===== src/rtl/serial_twos_pkg.sv =====
// Shared types and constants for the bit-serial two's-complement negator.
package serial_twos_pkg;

    localparam int DEFAULT_WIDTH = 8;

    typedef enum logic [1:0] {
        IDLE  = 2'd0,
        SHIFT = 2'd1,
        DONE  = 2'd2
    } state_t;

    // 1 followed by w-1 zeros; caller truncates to its own width (w <= 64).
    function automatic logic [63:0] most_neg(input int w);
        return 64'(1) << (w - 1);
    endfunction

endpackage


===== src/rtl/twos_bit_cell.sv =====
// One step of the copy-until-first-1-then-invert negation rule.
module twos_bit_cell (
    input  logic b,
    input  logic seen_one,
    output logic ser_bit,
    output logic next_seen_one
);

    assign ser_bit       = b ^ seen_one;
    assign next_seen_one = seen_one | b;

endmodule


===== src/rtl/serial_twos_complement.sv =====
// Bit-serial two's-complement negation: LSB-first serial stream plus the full
// negated word with zero / most-negative flags.
//
// state | meaning
// IDLE  | waiting for an operand, in_ready high
// SHIFT | emitting one result bit per clock, WIDTH cycles
// DONE  | full result presented until out_ready
module serial_twos_complement
    import serial_twos_pkg::*;
#(
    parameter int WIDTH = DEFAULT_WIDTH
) (
    input  logic             clk,
    input  logic             rst,
    input  logic             in_valid,
    output logic             in_ready,
    input  logic [WIDTH-1:0] a,
    output logic             ser_bit,
    output logic             ser_valid,
    output logic             out_valid,
    input  logic             out_ready,
    output logic [WIDTH-1:0] y,
    output logic             zero,
    output logic             ovf
);

    localparam int               CNT_W    = (WIDTH > 1) ? $clog2(WIDTH) : 1;
    localparam logic [WIDTH-1:0] MOST_NEG = WIDTH'(most_neg(WIDTH));
    localparam logic [CNT_W-1:0] CNT_LAST = CNT_W'(WIDTH - 1);

    state_t           state;
    logic [WIDTH-1:0] shift_reg;
    logic [WIDTH-1:0] result_reg;
    logic [CNT_W-1:0] cnt;
    logic             seen_one;
    logic             zero_reg;
    logic             ovf_reg;
    logic             cell_bit;
    logic             next_seen_one;

    twos_bit_cell u_cell (
        .b             (shift_reg[0]),
        .seen_one      (seen_one),
        .ser_bit       (cell_bit),
        .next_seen_one (next_seen_one)
    );

    always_ff @(posedge clk) begin
        if (rst) begin
            state      <= IDLE;
            shift_reg  <= '0;
            result_reg <= '0;
            cnt        <= '0;
            seen_one   <= 1'b0;
            zero_reg   <= 1'b0;
            ovf_reg    <= 1'b0;
        end else begin
            case (state)
                IDLE: begin
                    if (in_valid) begin
                        shift_reg <= a;
                        cnt       <= '0;
                        seen_one  <= 1'b0;
                        zero_reg  <= (a == '0);
                        ovf_reg   <= (a == MOST_NEG);
                        state     <= SHIFT;
                    end
                end
                SHIFT: begin
                    // Result fills from the MSB side so bit 0 lands in place after WIDTH shifts.
                    result_reg <= {cell_bit, result_reg[WIDTH-1:1]};
                    shift_reg  <= shift_reg >> 1;
                    seen_one   <= next_seen_one;
                    cnt        <= cnt + 1'b1;
                    if (cnt == CNT_LAST) begin
                        state <= DONE;
                    end
                end
                DONE: begin
                    if (out_ready) begin
                        state <= IDLE;
                    end
                end
                default: state <= IDLE;
            endcase
        end
    end

    // Outputs are forced low while rst is asserted, before the reset edge lands.
    assign in_ready  = !rst && (state == IDLE);
    assign ser_valid = !rst && (state == SHIFT);
    assign out_valid = !rst && (state == DONE);
    assign ser_bit   = ser_valid && cell_bit;
    assign y         = rst ? '0 : result_reg;
    assign zero      = !rst && zero_reg;
    assign ovf       = !rst && ovf_reg;

endmodule


===== config.mk =====
export PLATFORM = sky130hd
export DESIGN_NAME = serial_twos_complement
export DESIGN_NICKNAME = d
export VERILOG_FILES = /design/src/rtl/serial_twos_pkg.sv /design/src/rtl/twos_bit_cell.sv /design/src/rtl/serial_twos_complement.sv
export SDC_FILE = /design/constraint.sdc
export NUM_CORES = 1
export LEC_CHECK = 0
export ABC_AREA = 1
export CAP_MARGIN = 10
export CORE_AREA = 2 2 51 53
export DETAILED_ROUTE_END_ITERATION = 6
export DIE_AREA = 0 0 53 55
export GPL_TIMING_DRIVEN = 0
export PLACE_DENSITY = 0.85
export SYNTH_ARGS = -nofsm -noshare
export SYNTH_HDL_FRONTEND = slang
export SYNTH_SLANG_ARGS = --single-unit

===== constraint.sdc =====
create_clock -name clk -period 2.8 [get_ports clk]
set_clock_uncertainty 0.1 [all_clocks]
set_input_delay 0.56 -clock clk [delete_from_list [all_inputs] [get_ports clk]]
set_output_delay 0.56 -clock clk [all_outputs]
set_load 0.01 [all_outputs]

==> flow_summary.ini <==
[routing]
wl_per_cell_um = 11.1
antenna_left = 0
vias = 1123
routed_via_density = 4.80
first_pass_iters = 4
drc_errors = 0
drt-initial-drc-count = 27
wirelength_um = 2590

[clock_network]
cts_resized = 0
cts.sinks = 24
ctsHoldBuffers = 0
cts_setup_buffers = 0
cts_buffers = 3
root_buffer = clkbuf_4
cts_tree = yes
clk_pin_slew_ns = 0.13
clk_latency_ns = 0.31
clockBufferDepth = 2
htreeDepth = 1

[place]
dp.cells = 230
portBuffers = 24
hpwl_um = 1980
gp_congestion = 0.824

[yosys]
async_flop_share_pct = 0
synth_area_leader_cell = dfxtp_1
synthSimpleGateAreaFrac_pct = 34.2
netlist_area_um2 = 1220
synthCells = 176
synth_compound_area_share_pct = 10.5
muxShareOfSynthArea_pct = 0
syn_nets = 191
synthAdderAreaFrac_pct = 3.08
synth-seq-cells = 24
synth_edf_count = 0
synthFlopType = dfxtp_1
synth_area_leaders = dfxtp_1 (39%), nand2_1 (17%), nor2_1 (11%)
synth.top_cell.area_share_pct = 39.5
synth.most_common_cell = nand2_1
avgSynthCellArea_um2 = 6.92
synthTopCellsByCount = nand2_1 (54), nor2_1 (35), dfxtp_1 (24)
synthDistinctLibCells = 25
synth_top_family_by_area = simple AND/OR/NAND/NOR gates
ys_warn_count = 0
synth_xor_area_share_pct = 0
seq_area_frac_synth_pct = 39.5

[timing]
fmax_mhz = 384
max_slew.worst_pin.slew_ns = 0.437
max-slew-margin-rel_pct = 70.8
min_period_over_period_pct = 93.1
finalSetupTns_ns = 0
setup_viol = 0
drv_slew = 0
finalCriticalPeriod_ns = 2.61
rsz0062_at_grt = false
hold_viol = 0

[worst_setup_path]
cp-start-kind = flop
r2r_start = state[0]$_SDFFE_PP0P_
path_class = reg -> out
critPathRequiredTime_ns = 2.14
cp-end-kind = output port
crit_start = state[0]$_SDFFE_PP0P_
crit_arrival_ns = 1.95
crit_fanout = 10

[finish]
drive_above_1_share_pct = 13.2
nNetsFinal = 220
fin_cells = 234
antenna_cells = 0
syn_to_final_growth_pct = 25.8

[global_routing]
grt_max_degree = 14
gr-total-overflow = 0
grt_pass1_wl_um = 4350
grtUsageTotal_pct = 20.5
grt_pass1_vias = 1075
antenna_found_initial = 0

[power]
intPower_mw = 0.537
power_switching_mw = 0.221
clkPwrFrac_pct = 23.9
p_leak_nw = 0.743
power_frac_comb_pct = 25.1
pwr-share-seq_pct = 51.0
power_mw = 0.758
power.density_nw_per_um2 = 495
switching_share_pct = 29.1
ir_worst_vdd_uv = 389

[floorplan]
io_pins = 26
start_util_pct = 51.5
core_area_um2 = 2360
placementRows = 18
fp.dieW_um = 53
die_area_um2 = 2920
die_y_um = 55

[status]
outcome = finished clean

[run]
maxCapViolations = 0

[min_path]
hp-start = shift_reg[7]$_SDFFE_PP0P_
holdCritPathClass = reg -> reg
==> routing by layer <==
| layer | vias to the layer above | routed length (µm) | GRT usage, % |
|---|---|---|---|
| met5 | - | 0 | 0 |
| met4 | 0 | 44 | 8.55 |
| met3 | 5 | 70 | 2.42 |
| met2 | 19 | 1410 | 39.4 |
| met1 | 512 | 1070 | 23.0 |
| li1 | 587 | - | - |
==> metrics by stage <==
stage                     utilization [%]  cell area [µm²]  setup WS, ns  hold slack [ns]
after global routing                 64.8             1530        0.0545            0.410
after global placement               63.2             1500         0.487            0.361
after detailed placement             63.2             1500         0.467            0.368
after CTS                            64.8             1530         0.177            0.389
final                                64.8             1530         0.194            0.389
after floorplan                         -             1220         0.994            0.351
==> power groups by stage <==
stage          registers, mW  logic (mW)  clock network [mW]
2_1_floorplan          0.391       0.128                   0
6_report               0.386       0.190               0.181
3_5_place_dp           0.394       0.190                   0
4_1_cts                0.386       0.192               0.185
3_3_place_gp           0.392       0.183                   0
5_1_grt                0.390       0.214               0.200
==> critical path, cell delays in order (launching register included) <==
cell and delay (ns):
dfxtp_1 0.34, buf_6 0.14, inv_2 0.06, nor2_4 0.22, nand2_2 0.10, buf_6 0.16, nor2_1 0.08, clkdlybuf4s50_1 0.54
==> layout make-up <==
| cell class | instances | area (µm²) |
|---|---|---|
| fillers | 211 | 833 |
| clock buffers | 4 | 36.3 |
| well taps | 30 | 37.5 |
| plain buffers | 7 | 61.3 |
| inverters | 25 | 93.8 |
| flip-flops and latches | 24 | 480 |
| multi-input cells | 120 | 582 |
| repair buffers | 24 | 240 |
==> layout by cell type, fill, tap and decap left out <==
master / count
nor2_1: 35
buf_2: 1
clkbuf_8: 1
inv_1: 22
nand2_4: 1
o31ai_1: 1
inv_2: 3
o21ai_1: 1
o21ai_4: 1
o21ai_2: 2
buf_4: 1
nand3b_1: 1
a21oi_1: 2
clkdlybuf4s50_1: 24
nor2_2: 1
nor2_4: 1
a21oi_2: 6
a31oi_1: 1
a22oi_2: 1
dfxtp_1: 24
ha_1: 3
nand3_1: 6
clkbuf_1: 1
clkbuf_4: 3
nand2_2: 1
nor3_1: 2
nand2_1: 54
buf_6: 4
==> logic make-up after synthesis <==
logic type,after synthesis
compound gates,15
flops,24
fa+ha+maj,3
simple gates,102
buf+inv,32
==> worst paths after layout <==
kind	endpoint	slack (ns)	depth (start not counted)
min reg2reg	shift_reg[7]$_SDFFE_PP0P_	0.39	2
max	ser_bit	0.19	7
min	shift_reg[7]$_SDFFE_PP0P_	0.39	2
max reg2reg	result_reg[6]$_SDFFE_PP0N_	1.51	6
(Power assumes the default switching activity.)
==> RTL change 1 (same flow settings) <==
The package constant `DEFAULT_WIDTH` goes from 8 to 4.
--- a/src/rtl/serial_twos_pkg.sv
+++ b/src/rtl/serial_twos_pkg.sv
@@ -1,7 +1,7 @@
 // Shared types and constants for the bit-serial two's-complement negator.
 package serial_twos_pkg;
 
-    localparam int DEFAULT_WIDTH = 8;
+    localparam int DEFAULT_WIDTH = 4;
 
     typedef enum logic [1:0] {
         IDLE  = 2'd0,
Interface: changed (resized a and y); port bits go from 26 to 18. The function was not compared with the original's and may differ.
==> RTL change 1 against the original RTL <==
- hold slack lost 12 ps
- count of clock-buffer cells in the layout shrank 1
- sequential cell count shrank 9
- clock power shrank 31%
- global-route usage shrank 7.6 points
- combinational power shrank 50%
- wire length shrank 39%
- synthesized area shrank 39%
- final cell count shrank 34%
- first-iteration DRC count shrank 56%
- design area shrank 37%
- worst setup slack gained 230 ps
- power shrank 40%
- critical endpoint unchanged
==> RTL change 1: results (changes against the original RTL) <==
synthTopCellsByArea: "dfxtp_1 (40%), nand2_1 (12%), nor2_1 (9.1%), inv_1 (7.1%), nand3_1 (4.0%)"
gp_congestion: 0.7163  # -13%
nFillCells: 255  # +21%
tightest_slew_ps: 304.6  # -132.7 ps
area_growth_pct: 30.25
dr_wl_met3_um: 85  # +21%
max-vdd-ir-drop_mv: 0.2422  # -38%
clock_buffers: 3  # -1
inv_count: 18  # -28%
synth_commonest_cells: "nand2_1 (23), nor2_1 (18), dfxtp_1 (15)"
seq_area_frac_synth_pct: 40.34  # +0.87 points
final_net_count: 136  # -38%
worst_ep_arrival_time_ps: 1710  # -240 ps
met2_length_um: 736  # -48%
grtUsageMet3_pct: 4.032  # +1.6 points
synth_cell_types: 21  # -16%
use_met2_pct: 22.08  # -17 points
clk_pin_slew_worst_paths_ps: 90  # -40 ps
multi_input_area_sq_um: 346.6  # -40%
drive_above_1_share_pct: 12.80  # -0.44 points
r2r_cells: 5  # -1
syn_avg_cell_area_sq_um: 7.090  # +2.5%
via_per_inst: 4.561  # -5.0%
grt_start_max_net_pins: 11  # -3
dp_slack_ps: 501.7  # +34.70 ps
path_max_fanout: 9  # -1
routed_wl_um: 1579  # -39%
place_inst: 151  # -34%
leakagePower_nw: 0.4473  # -40%
buffers_excl_clock: 19  # -39%
grt_pass1_wl_um: 2684  # -38%
post_dp_cell_area_sq_um: 942.2  # -37%
dp_hpwl_um: 1192  # -40%
hold_viol: 0  # unchanged
syn_area_sq_um: 744.5  # -39%
grt_use_total_pct: 12.96  # -7.6 points
status: "finished clean"
met1Wirelength_um: 710  # -34%
ff_latch_area_sq_um: 300.3  # -38%
synth-seq-cells: 15  # -38%
insertion_delay_ps: 290  # -20 ps
buffer_area_share_pct: 19.35  # -0.33 points
port-buffer-count: 16  # -33%
grt_pass1_vias: 667  # -38%
synth_nets: 115  # -40%
RTL change 1: kinds of logic after synthesis:
logic type,after synthesis,synth area share [%]
buffers and inverters,21,13.11
DFF,15,40.34
adders and majority gates,2,3.361
AOI/OAI and AO/OA,12,9.916
and+or+nand+nor,55,33.28
RTL change 1: where the power goes:
group | internal [mW] | switching [mW] | total, mW
combinational | 0.0429 | 0.0518 | 0.0947
sequential | 0.228 | 0.00649 | 0.235
clock | 0.0531 | 0.0715 | 0.125
total | 0.324 | 0.130 | 0.454
RTL change 1: final timing paths:
check                              from  slack [ps]                          to
max               state[0]$_SDFFE_PP0P_         430                     ser_bit
min          result_reg[0]$_SDFFE_PP0N_         380  result_reg[0]$_SDFFE_PP0N_
max reg2reg       state[1]$_SDFFE_PP0P_        1660   shift_reg[2]$_SDFFE_PP0P_
min reg2reg  result_reg[0]$_SDFFE_PP0N_         380  result_reg[0]$_SDFFE_PP0N_
==> RTL change 2 (same settings) <==
Made on the original files. Register the output `ovf`, with the module's reset; this adds one clock of latency there. The other outputs are not delayed to match.
--- a/src/rtl/serial_twos_complement.sv
+++ b/src/rtl/serial_twos_complement.sv
@@ -93,7 +93,13 @@
     assign ser_bit   = ser_valid && cell_bit;
     assign y         = rst ? '0 : result_reg;
     assign zero      = !rst && zero_reg;
-    assign ovf       = !rst && ovf_reg;
+    always_ff @(posedge clk) begin
+        if (rst) begin
+            ovf <= '0;
+        end else begin
+            ovf <= !rst && ovf_reg;
+        end
+    end
 
 endmodule
 
Function: changed (a bounded check fails within 4 cycles, from zero or initial values and one cycle with rst high).
==> RTL change 2 against the original RTL <==
- power fell by 0.91%
- wire length fell by 2.5%
- sequential cell count rose by 1
- synthesized area rose by 1.6%
- highest routed layer unchanged
- non-clock buffer count did not move
- register-to-register slack got worse by 50 ps
- worst setup slack got worse by 66 ps
- design area rose by 0.65%
- global-route usage fell by 1.4 points
==> RTL change 2: results (changes against the original RTL) <==
status: "finished clean"
met2_length_um: 1285  # -8.7%
dp_hpwl_um: 1909  # -3.4%
worst_ep_arrival_time_ps: 2010  # +60 ps
relSlewSlack_pct: 69.74  # -1.1 points
synth_nets: 192  # +0.52%
final_net_count: 221  # +0.45%
synth_commonest_cells: "nand2_1 (54), nor2_1 (35), dfxtp_1 (25)"
p_sw_mw: 0.2234  # +1.2%
drt-initial-drc-count: 14  # -48%
holdPathEnd: "ovf$_SDFF_PP0_"
timing.hold.ws_ps: 336.9  # -52.38 ps
ys_async_sr_fraction_pct: 0  # unchanged
min_period_over_period_pct: 95.43  # +2.4 points
pwr-share-clk_pct: 21.4  # -2.5 points
max-vdd-ir-drop_mv: 0.3367  # -14%
nFillCells: 210  # -0.47%
r2r_setup_slack_ps: 1460  # -50 ps
grtUsageMet3_pct: 3.495  # +1.1 points
grt_pass1_wl_um: 4126  # -5.2%
place_inst: 231  # +0.43%
dr_wl_met3_um: 78  # +11%
post_dp_cell_area_sq_um: 1515  # +1.3%
numCtsBuffers: 3  # unchanged
port-buffer-count: 24  # unchanged
worstHoldStart: "ovf_reg$_SDFFE_PP0P_"
grt_start_max_net_pins: 14  # unchanged
syn_avg_cell_area_sq_um: 6.991  # +1.1%
via_per_inst: 4.796  # about the same
dr_total_vias: 1127  # +0.36%
dp_slack_ps: 448.7  # -18.35 ps
synthTopCellsByArea: "dfxtp_1 (40%), nand2_1 (16%), nor2_1 (11%), inv_1 (6.7%), a21oi_2 (4.2%)"
met1_usage_pct: 22.50  # -0.46 points
routed_wl_um: 2527  # -2.5%
grt_pass1_vias: 1014  # -5.7%
drive_above_1_share_pct: 12.68  # -0.55 points
grt_use_total_pct: 19.09  # -1.4 points
seq_area_frac_synth_pct: 40.44  # +0.98 points
leakagePower_nw: 0.7455  # +0.27%
gp_congestion: 0.7547  # -8.4%
met1Wirelength_um: 1123  # +5.0%
use_met2_pct: 34.58  # -4.8 points
## RTL change 2: cell types whose count changed after synthesis
| cell | unedited run | this run |
|---|---|---|
| dfxtp_1 | 24 | 25 |
## RTL change 2: logic make-up after synthesis
family	share of synthesized area, %
adder cells (fa/ha/maj)	3.034
buffers and inverters	12.54
AND/OR/NAND/NOR	33.67
flip-flops	40.44
AO/OA/AOI/OAI	10.31
## RTL change 2: layout make-up
cell class | instances | area [sq um] | area share [%]
inverters | 25 | 93.84 | 6.088
plain buffers | 7 | 61.31 | 3.977
well taps | 30 | 37.54 | 2.435
multi-input cells | 120 | 581.8 | 37.74
clock buffers | 4 | 26.28 | 1.705
flip-flops and latches | 25 | 500.5 | 32.47
repair buffers | 24 | 240.2 | 15.58
## RTL change 2: power by group through the flow
stage	registers (mW)	clock network (mW)	logic, mW
after floorplan	0.405	0	0.128
after global placement	0.407	0	0.183
after detailed placement	0.408	0	0.190
after CTS	0.400	0.166	0.191
after global routing	0.403	0.180	0.212
final	0.400	0.160	0.191
